## config.mk

```make
export PLATFORM = sky130hd
export DESIGN_NAME = seq_det_param_flat
export DESIGN_NICKNAME = d
export VERILOG_FILES = /design/src/rtl/seq_det_pkg.sv /design/src/rtl/seq_det_if.sv /design/src/rtl/seq_det_hist.sv /design/src/rtl/seq_det_param.sv /design/src/flat_wrapper.sv
export SDC_FILE = /design/constraint.sdc
export NUM_CORES = 1
export LEC_CHECK = 0
export ABC_AREA = 1
export CAP_MARGIN = 25
export CORE_MARGIN = 2
export CORE_UTILIZATION = 49
export DETAILED_ROUTE_END_ITERATION = 8
export HOLD_SLACK_MARGIN = 0.05
export PLACE_DENSITY = 0.78
export SYNTH_ARGS = -nofsm -noshare
export SYNTH_HDL_FRONTEND = slang
export SYNTH_HIERARCHICAL = 1
export SYNTH_SLANG_ARGS = --single-unit
```

## constraint.sdc

```tcl
create_clock -name clk -period 3.57 [get_ports clk]
set_clock_uncertainty 0.15 [all_clocks]
set_input_delay 0.8925 -clock clk [delete_from_list [all_inputs] [get_ports clk]]
set_output_delay 0.8925 -clock clk [all_outputs]
set_load 0.03 [all_outputs]
```

## src/rtl/seq_det_pkg.sv

```systemverilog
// Shared constants and helpers for the programmable serial sequence detector.
package seq_det_pkg;

  localparam logic MODE_NOVL = 1'b0;
  localparam logic MODE_OVL  = 1'b1;

  localparam logic [7:0]  DEFAULT_PAT_C = 8'b0000_1101;
  localparam int unsigned DEFAULT_LEN_C = 4;

  // Lengths of 0 are meaningless, so they map to 1; oversize lengths saturate.
  function automatic int unsigned clamp_len(input int unsigned len, input int unsigned max_len);
    if (len == 0) return 1;
    if (len > max_len) return max_len;
    return len;
  endfunction

endpackage

```

## src/rtl/seq_det_if.sv

```systemverilog
// Control/data bundle between a bit-stream source and the sequence detector.
interface seq_det_if #(
  parameter int unsigned MAX_LEN = 8,
  parameter int unsigned LEN_W   = 4,
  parameter int unsigned CNT_W   = 8
);
  logic               in;
  logic               en;
  logic               mode_ovl;
  logic               pat_load;
  logic [MAX_LEN-1:0] pat_in;
  logic [LEN_W-1:0]   len_in;
  logic               cnt_clr;
  logic               z;
  logic               armed;
  logic [CNT_W-1:0]   match_cnt;

  modport master (
    output in, en, mode_ovl, pat_load, pat_in, len_in, cnt_clr,
    input  z, armed, match_cnt
  );

  modport slave (
    input  in, en, mode_ovl, pat_load, pat_in, len_in, cnt_clr,
    output z, armed, match_cnt
  );
endinterface

```

## src/rtl/seq_det_hist.sv

```systemverilog
// History shift register with a saturating count of valid bits held.
module seq_det_hist
  import seq_det_pkg::*;
#(
  parameter int unsigned MAX_LEN = 8,
  parameter int unsigned LEN_W   = 4
) (
  input  logic               clk,
  input  logic               rst,
  input  logic               clr,
  input  logic               shift,
  input  logic               restart,
  input  logic               din,
  output logic [MAX_LEN-1:0] hist_n,
  output logic [LEN_W-1:0]   fill_n,
  output logic [LEN_W-1:0]   fill_d
);

  logic [MAX_LEN-1:0] hist_q;
  logic [LEN_W-1:0]   fill_q;

  always_comb begin
    hist_n = MAX_LEN'({hist_q, din});
    fill_n = (fill_q == LEN_W'(MAX_LEN)) ? fill_q : fill_q + LEN_W'(1);
    fill_d = fill_q;
    if (rst || clr) begin
      fill_d = '0;
    end else if (shift) begin
      // restart drops the matched bits so none are reused
      fill_d = restart ? '0 : fill_n;
    end
  end

  always_ff @(posedge clk) begin
    if (rst || clr) begin
      hist_q <= '0;
    end else if (shift) begin
      hist_q <= hist_n;
    end
    fill_q <= fill_d;
  end

endmodule

```

## src/rtl/seq_det_param.sv

```systemverilog
// Run-time programmable serial pattern detector with overlap control and match counter.
module seq_det_param
  import seq_det_pkg::*;
#(
  parameter int unsigned        MAX_LEN     = 8,
  parameter int unsigned        LEN_W       = 4,
  parameter int unsigned        CNT_W       = 8,
  parameter logic [MAX_LEN-1:0] DEFAULT_PAT = MAX_LEN'(DEFAULT_PAT_C),
  parameter int unsigned        DEFAULT_LEN = DEFAULT_LEN_C
) (
  input logic     clk,
  input logic     rst,
  seq_det_if.slave bus
);

  logic [MAX_LEN-1:0] pat_q, pat_d;
  logic [LEN_W-1:0]   len_q, len_d;
  logic               z_q;
  logic               armed_q;
  logic [CNT_W-1:0]   cnt_q;

  logic               shift;
  logic               match;
  logic [MAX_LEN-1:0] mask;
  logic [MAX_LEN-1:0] hist_n;
  logic [LEN_W-1:0]   fill_n;
  logic [LEN_W-1:0]   fill_d;

  assign shift = bus.en && !bus.pat_load;

  seq_det_hist #(
    .MAX_LEN (MAX_LEN),
    .LEN_W   (LEN_W)
  ) u_hist (
    .clk     (clk),
    .rst     (rst),
    .clr     (bus.pat_load),
    .shift   (shift),
    .restart (match && (bus.mode_ovl == MODE_NOVL)),
    .din     (bus.in),
    .hist_n  (hist_n),
    .fill_n  (fill_n),
    .fill_d  (fill_d)
  );

  always_comb begin
    // len == MAX_LEN shifts the one out, leaving an all-ones mask after the decrement
    mask  = (MAX_LEN'(1) << len_q) - MAX_LEN'(1);
    match = shift && (fill_n >= len_q) && (((hist_n ^ pat_q) & mask) == '0);

    pat_d = pat_q;
    len_d = len_q;
    if (bus.pat_load) begin
      pat_d = bus.pat_in;
      len_d = LEN_W'(clamp_len(32'(bus.len_in), MAX_LEN));
    end
  end

  always_ff @(posedge clk) begin
    if (rst) begin
      pat_q   <= DEFAULT_PAT;
      len_q   <= LEN_W'(DEFAULT_LEN);
      z_q     <= 1'b0;
      armed_q <= 1'b0;
      cnt_q   <= '0;
    end else begin
      pat_q   <= pat_d;
      len_q   <= len_d;
      z_q     <= match;
      armed_q <= (fill_d >= len_d);
      if (bus.cnt_clr) begin
        cnt_q <= '0;
      end else if (match && (cnt_q != '1)) begin
        cnt_q <= cnt_q + CNT_W'(1);
      end
    end
  end

  assign bus.z         = z_q;
  assign bus.armed     = armed_q;
  assign bus.match_cnt = cnt_q;

endmodule

```

## src/flat_wrapper.sv

```systemverilog
// flat-port wrapper written by rule: the top's interface ports become plain ports
module seq_det_param_flat import seq_det_pkg::*;
#(
  parameter int unsigned        MAX_LEN     = 8,
  parameter int unsigned        LEN_W       = 4,
  parameter int unsigned        CNT_W       = 8,
  parameter logic [MAX_LEN-1:0] DEFAULT_PAT = MAX_LEN'(DEFAULT_PAT_C),
  parameter int unsigned        DEFAULT_LEN = DEFAULT_LEN_C
)
  (clk, rst, bus_in, bus_en, bus_mode_ovl, bus_pat_load, bus_pat_in, bus_len_in, bus_cnt_clr, bus_z, bus_armed, bus_match_cnt);
  seq_det_if #(.MAX_LEN(MAX_LEN), .LEN_W(LEN_W), .CNT_W(CNT_W)) bus_i ();
  input logic clk;
  input logic rst;
  input wire logic [$bits(bus_i.in)-1:0] bus_in;
  input wire logic [$bits(bus_i.en)-1:0] bus_en;
  input wire logic [$bits(bus_i.mode_ovl)-1:0] bus_mode_ovl;
  input wire logic [$bits(bus_i.pat_load)-1:0] bus_pat_load;
  input wire logic [$bits(bus_i.pat_in)-1:0] bus_pat_in;
  input wire logic [$bits(bus_i.len_in)-1:0] bus_len_in;
  input wire logic [$bits(bus_i.cnt_clr)-1:0] bus_cnt_clr;
  output wire logic [$bits(bus_i.z)-1:0] bus_z;
  output wire logic [$bits(bus_i.armed)-1:0] bus_armed;
  output wire logic [$bits(bus_i.match_cnt)-1:0] bus_match_cnt;
  assign bus_i.in = bus_in;
  assign bus_i.en = bus_en;
  assign bus_i.mode_ovl = bus_mode_ovl;
  assign bus_i.pat_load = bus_pat_load;
  assign bus_i.pat_in = bus_pat_in;
  assign bus_i.len_in = bus_len_in;
  assign bus_i.cnt_clr = bus_cnt_clr;
  assign bus_z = bus_i.z;
  assign bus_armed = bus_i.armed;
  assign bus_match_cnt = bus_i.match_cnt;
  seq_det_param #(.MAX_LEN(MAX_LEN), .LEN_W(LEN_W), .CNT_W(CNT_W), .DEFAULT_PAT(DEFAULT_PAT), .DEFAULT_LEN(DEFAULT_LEN)) u_core (.clk(clk), .rst(rst), .bus(bus_i));
endmodule
```

---- Yosys cells after proc, flatten, opt, wreduce, memory -nomap -nowiden ----
Cells that the tools add are included.
storage, ports and cells
  register bits ........................... 33
  latch bits .............................. 0
  memory bits (writable) .................. 0
  ROM bits ................................ 0
  input bits .............................. 19
  output and inout port bits .............. 10
  logic and storage cells ................. 43
  memories kept ........................... 0
operators by class
  add/sub/neg operators ................... 3
  multiply operators ...................... 0
  div/mod/pow operators ................... 0
  order comparisons ....................... 3
  eq/ne operators ......................... 2
  shifts and indexed selects .............. 1
  multiplexer cells ....................... 14
  bitwise logic cells ..................... 3
  reductions and logical operators ........ 10
operator list
  cell                                                                number
  4-bit 2-to-1 mux                                                    8
  8-bit by 1-bit adder with 8-bit output, second input constant       1
  8-bit AND                                                           1
  4-bit >= comparator                                                 2
  8-bit zero test                                                     1
  8-bit inequality test, second input constant                        1
  1-bit by 4-bit left shift with 8-bit output, first input constant   1
  8-bit by 2-bit subtractor with 8-bit output, second input constant  1
  8-bit bitwise XOR                                                   1
  1-bit 2-to-1 mux                                                    6
  1-bit logical AND                                                   5
  4-bit by 1-bit adder with 4-bit output, second input constant       1
  4-bit equality test, second input constant                          1
  4-bit > comparator, second input constant                           1
  4-bit zero test                                                     1
  2-bit OR reduction                                                  1
  1-bit zero test                                                     1
  1-bit logical OR                                                    1
  1-bit inverter                                                      1

---- Longest topological paths before layout ----
Gate-level depths: netlist (run 1).
  depth after elaboration ................. 10
  depth in mapped cells ................... 26
  mapped depth without buffers ............ 26

---- Modules after synthesis ----
The synthesis (run 1) kept the hierarchy.
by module, submodules not included
  module         instances  cells each  area each (um2)  sequential area each (um2)
  seq_det_param  1          208         1,446.4          440.4
  seq_det_hist   1          72          604.3            220.2

---- Worst setup path after synthesis (run 1) ----
No wires, ideal clock.
  path type ............................... reg-to-reg
  start ................................... register u_core.u_hist.fill_q[0]
  end ..................................... register u_core.armed_q, in the netlist u_core/bus.armed
  library setup time ...................... 115 ps
  arrival ................................. 3,064 ps
  required time ........................... 3,305 ps
  path slack .............................. 240 ps
  stages on the path, launching flop included .. 26
  period minus slack after synthesis ...... 3,330 ps
  cell sequence ........................... dfxtp_1 -> inv_1 -> ha_1 -> nand2_1 -> nor2_1 -> nand2_1 -> and2_1 -> inv_1 -> ha_1 -> nand2_1 -> nor2_1 -> nor2_1 -> a21oi_4 -> nand2_1 -> nor2_1 -> nor2_8 -> nand3_1 -> a21oi_2 -> inv_1 -> ha_1 -> inv_1 -> a21boi_0 -> o21a_1 -> o21a_1 -> o21ai_0 -> inv_1
between the ends
  longest elaborated chain between the ends .. 10
  elaborated cells on any way between the ends .. 11
ends and longest elaborated chain
  element                                                                        RTL line             RTL
  from (decl)                                                                    seq_det_hist.sv:20   logic [LEN_W-1:0] fill_q;
  from (signal assigned)                                                         seq_det_hist.sv:40   fill_q <= fill_d;
  4-bit by 1-bit adder with 4-bit output or 4-bit equality test (tied branches)  seq_det_hist.sv:24   fill_n = (fill_q == LEN_W'(MAX_LEN)) ? fill_q : fill_q + LEN_W'(1);
  4-bit 2-to-1 mux (*)                                                           seq_det_hist.sv:24
  named net u_core.fill_n[0]                                                     seq_det_param.sv:26  logic [LEN_W-1:0] fill_n;
  4-bit >= comparator                                                            seq_det_param.sv:49  match = shift && (fill_n >= len_q) && (((hist_n ^ pat_q) & mask) == '0);
  1-bit logical AND (2 in series)                                                seq_det_param.sv:49
  1-bit logical AND                                                              seq_det_param.sv:39  .restart (match && (bus.mode_ovl == MODE_NOVL)),
  4-bit 2-to-1 mux (*)                                                           seq_det_hist.sv:30   fill_d = restart ? '0 : fill_n;
  4-bit 2-to-1 mux (*)                                                           seq_det_hist.sv:28   end else if (shift) begin
  4-bit 2-to-1 mux (*)                                                           seq_det_hist.sv:26   if (rst || clr) begin
  named net u_core.fill_d[0]                                                     seq_det_param.sv:27  logic [LEN_W-1:0] fill_d;
  4-bit >= comparator (*)                                                        seq_det_param.sv:70  armed_q <= (fill_d >= len_d);
  to (signal assigned)                                                           seq_det_param.sv:70
  to (decl)                                                                      seq_det_param.sv:19  logic armed_q;
Mark *: on every way through the listed nets, which the timed path passes. The rest lies on a longest branch.
A chain may end at the register's enable or synchronous reset.

---- Worst setup path after layout (run 1) ----
  start ................................... register u_core.u_hist.fill_q[0]
  end ..................................... register u_core.armed_q, in the netlist u_core/bus.armed
between the ends
  longest elaborated chain between the ends .. 10
  elaborated cells on any way between the ends .. 11
ends and longest elaborated chain
  element                                                                        RTL line
  4-bit by 1-bit adder with 4-bit output or 4-bit equality test (tied branches)  seq_det_hist.sv:24
  4-bit 2-to-1 mux (*)                                                           seq_det_hist.sv:24
  named net u_core.fill_n[2]                                                     seq_det_param.sv:26
  4-bit >= comparator (*)                                                        seq_det_param.sv:49
  1-bit logical AND (*) (2 in series)                                            seq_det_param.sv:49
  1-bit logical AND (*)                                                          seq_det_param.sv:39
  4-bit 2-to-1 mux (*)                                                           seq_det_hist.sv:30
  4-bit 2-to-1 mux (*)                                                           seq_det_hist.sv:28
  4-bit 2-to-1 mux (*)                                                           seq_det_hist.sv:26
  named net u_core.fill_d[0]                                                     seq_det_param.sv:27
  4-bit >= comparator (*)                                                        seq_det_param.sv:70
Marks and branches as above.

==> impl_metrics.env, run 1 <==
export IMPL_clk_pin_slew_worst_paths_ps=60
export IMPL_place_congestion=0.850
export IMPL_maxCapViolations=0
export IMPL_ios=29
export IMPL_layout_drive_gt1_share_pct=17.9
export IMPL_clock_latency_ps=290
export IMPL_synth_top_area_share_pct=32.2
export IMPL_synth_seq_area_share_pct=32.2
export IMPL_die_x_um=68.7
export IMPL_final_util_pct=63.2
export IMPL_rr_endpoint="u_core/bus.armed"
export IMPL_slew_headroom_pct=76.7
export IMPL_drt_iter0_markers=104
export IMPL_cts_repair_resize_count=0
export IMPL_grt_first_pass_wirelength_um=7750
export IMPL_first_pass_iters=4
export IMPL_coreArea_um2=4000
export IMPL_crit_fanout=5
export IMPL_ir_worst_vdd_uv=186
export IMPL_synth_common_cells="73 x nand2_1, 33 x dfxtp_1, 31 x inv_1, 20 x nor2_1"
export IMPL_cts_buffer_depth=2
export IMPL_min_delay_path_depth=2
export IMPL_hold_end="u_core/pat_q[1]"
export IMPL_yosysWarnings=6
export IMPL_finalSetupViolCount=0
export IMPL_ys_types=33
export IMPL_die_h_um=68.7
export IMPL_htree_levels=2
export IMPL_grt_max_degree=13
export IMPL_syn_nets=311
export IMPL_grt_total_usage_pct=22.1
export IMPL_cts_setup_buffers=0
export IMPL_period_needed_ps=3340
export IMPL_crit_required_ps=3600
export IMPL_synth_edf_count=0
export IMPL_end_kind="flip-flop"
export IMPL_ff2ff_setup_slack_ps=230
export IMPL_vias_per_cell=5.09
export IMPL_place_hpwl_um=3570
export IMPL_min_from="u_core/pat_q[1]"
export IMPL_overflow=0
export IMPL_total_power_uw=830
export IMPL_async_flop_share_pct=0
export IMPL_final_nets=349
export IMPL_postSynthAreaPerCell_um2=7.32
export IMPL_p_per_area_nw_per_um2=328
export IMPL_wire_per_inst_um=12.5
export IMPL_cts_sinks=33
export IMPL_finalHoldViolations=0
export IMPL_initial_core_util_pct=51.3
export IMPL_synth_area_leader_cell="dfxtp_1"
export IMPL_reg2regPathDepth=25
export IMPL_max_clock_freq_mhz=299
export IMPL_antenna_found_initial=0
export IMPL_regToRegStartpoint="u_core/u_hist/fill_q[0]"
export IMPL_finalCritPeriodShare_pct=93.5
export IMPL_critPathKind="flip-flop to flip-flop"
export IMPL_root_buffer="clkbuf_8"
export IMPL_startpoint_type="flip-flop"
export IMPL_antenna_left=0
export IMPL_leakage_uw=0.00108
export IMPL_maxSlewViolCount=0
export IMPL_io_buffers=28
export IMPL_status="finished, final reports clean"
export IMPL_whs_ps=327
export IMPL_totalWireLength_um=4610
export IMPL_cts_hold_buffers=0
export IMPL_cts_buffers=5
export IMPL_cts_tree="done"
export IMPL_finalNonFillerCells=369
export IMPL_synth_seq_cells=33
export IMPL_synth_ff_type="dfxtp_1"
export IMPL_cp_arrival_ps=3370
export IMPL_drc=0
export IMPL_synthCells=280
export IMPL_grt_pass1_vias=1739
export IMPL_tightest_slew_ps=349
export IMPL_num_vias=1877
export IMPL_antenna_cells=0
export IMPL_numPlacedInstances=361
export IMPL_yosysMostFrequentCell="nand2_1"
export IMPL_syn_to_final_growth_pct=23.2
export IMPL_rows=23
export IMPL_min_path_type="flip-flop to flip-flop"
export IMPL_synth_area_um2=2050
export IMPL_ys_top_cells_by_area="dfxtp_1 32%, nand2_1 13%, ha_1 7.3%, inv_1 5.7%, a21oi_2 4.3%"
export IMPL_die_area_um2=4720
[placed cells by master, fill, tap and decap left out, types with 9 or more instances in the layout]
master and instances:
clkdlybuf4s50_1 28, ha_1 12, a21oi_2 11, o21ai_0 10, nand3_1 16, dfxtp_1 32, nand2_1 71, a21oi_1 15
buf_4 10, nand4_1 9, inv_1 31, nor2_1 17
[kinds of logic after synthesis]
kind of cell	count (synthesis)	share of synthesized area (%)
AOI/OAI and AO/OA	44	13.7
xor gates and xnor gates	9	3.84
adders and majority gates	12	7.32
buffers and inverters	44	10.1
DFF	33	32.2
and+or+nand+nor	138	32.8
[final cells by class]
| type | count | area [um2] |
|---|---|---|
| multi-input cells | 203 | 1200 |
| flip-flops and latches | 33 | 662 |
| fillers | 353 | 1470 |
| well taps | 50 | 62.6 |
| inverters | 37 | 146 |
| repair buffers | 38 | 355 |
| clock inverters | 1 | 5.00 |
| clock buffers | 7 | 96.3 |
[sequential cells by signal (all words and copies together), names as in the netlist]
name / count
u_core/pat_q: 8
u_core/bus.armed: 1
u_core/u_hist/fill_q: 4
u_core/len_q: 4
u_core/bus.z: 1
u_core/bus.match_cnt: 8
u_core/u_hist/hist_q: 7
[worst max-delay path, cell delays in order, from the launching register on]
cell	delay (ps)
dfxtp_1	310
buf_4	150
ha_1	210
inv_1	50
nand2_1	70
a21oi_2	170
ha_1	250
nand2_2	70
inv_1	40
nand2_1	50
nand2_1	60
nor2_2	150
a21oi_4	60
nand2_2	80
nor2_2	60
nor2_8	110
nand3_1	100
a21oi_2	140
inv_1	60
ha_1	290
inv_1	50
a21boi_0	70
o21a_1	170
o21a_1	160
o21ai_1	110
inv_1	50
[power by group]
part / leakage, uW / internal (uW) / switching [uW]
Sequential: 0.000270 / 379 / 9.08
Combinational: 0.000757 / 56.6 / 76.2
Clock: 0.0000542 / 174 / 135
[worst max-delay path by stage]
stage / end / depth (start not counted) / slack, ps / from
after floorplan: u_core/bus.armed / 25 / 240 / u_core/u_hist/fill_q[0]
after global placement: u_core/bus.armed / 22 / -100 / bus_in
after detailed placement: u_core/bus.armed / 22 / -180 / bus_in
after CTS: u_core/bus.armed / 25 / 80 / u_core/u_hist/fill_q[1]
after global routing: u_core/bus.armed / 25 / -50 / u_core/u_hist/fill_q[0]
final: u_core/bus.armed / 25 / 230 / u_core/u_hist/fill_q[0]
[layer usage]
| metal | share of wire (%) | vias up | track usage, % |
|---|---|---|---|
| met5 | 0 | - | 0 |
| met4 | 1.8 | 0 | 8.58 |
| met3 | 3.9 | 8 | 4.87 |
| met2 | 49 | 34 | 37.9 |
| met1 | 46 | 859 | 27.0 |
| li1 | - | 976 | - |
[per-stage QoR]
step,area [um2],setup TNS [ps],setup slack [ps]
after floorplan,2050,0,240
after global placement,2410,-96.6,-96.6
after detailed placement,2410,-175,-175
after CTS,2510,0,82.7
after global routing,2530,-46.8,-46.8
final,2530,0,231
Note: power is estimated with default switching activity, not from simulation.
==> inputs of run 2 (changes only) <==
CTS_BUF_LIST = sky130_fd_sc_hd__clkbuf_4 sky130_fd_sc_hd__clkbuf_8 sky130_fd_sc_hd__clkbuf_16   (was default)
SLEW_MARGIN = 25   (was default)
==> results of run 2 <==
Final layout, timing and power as in run 1 (identical DEF).
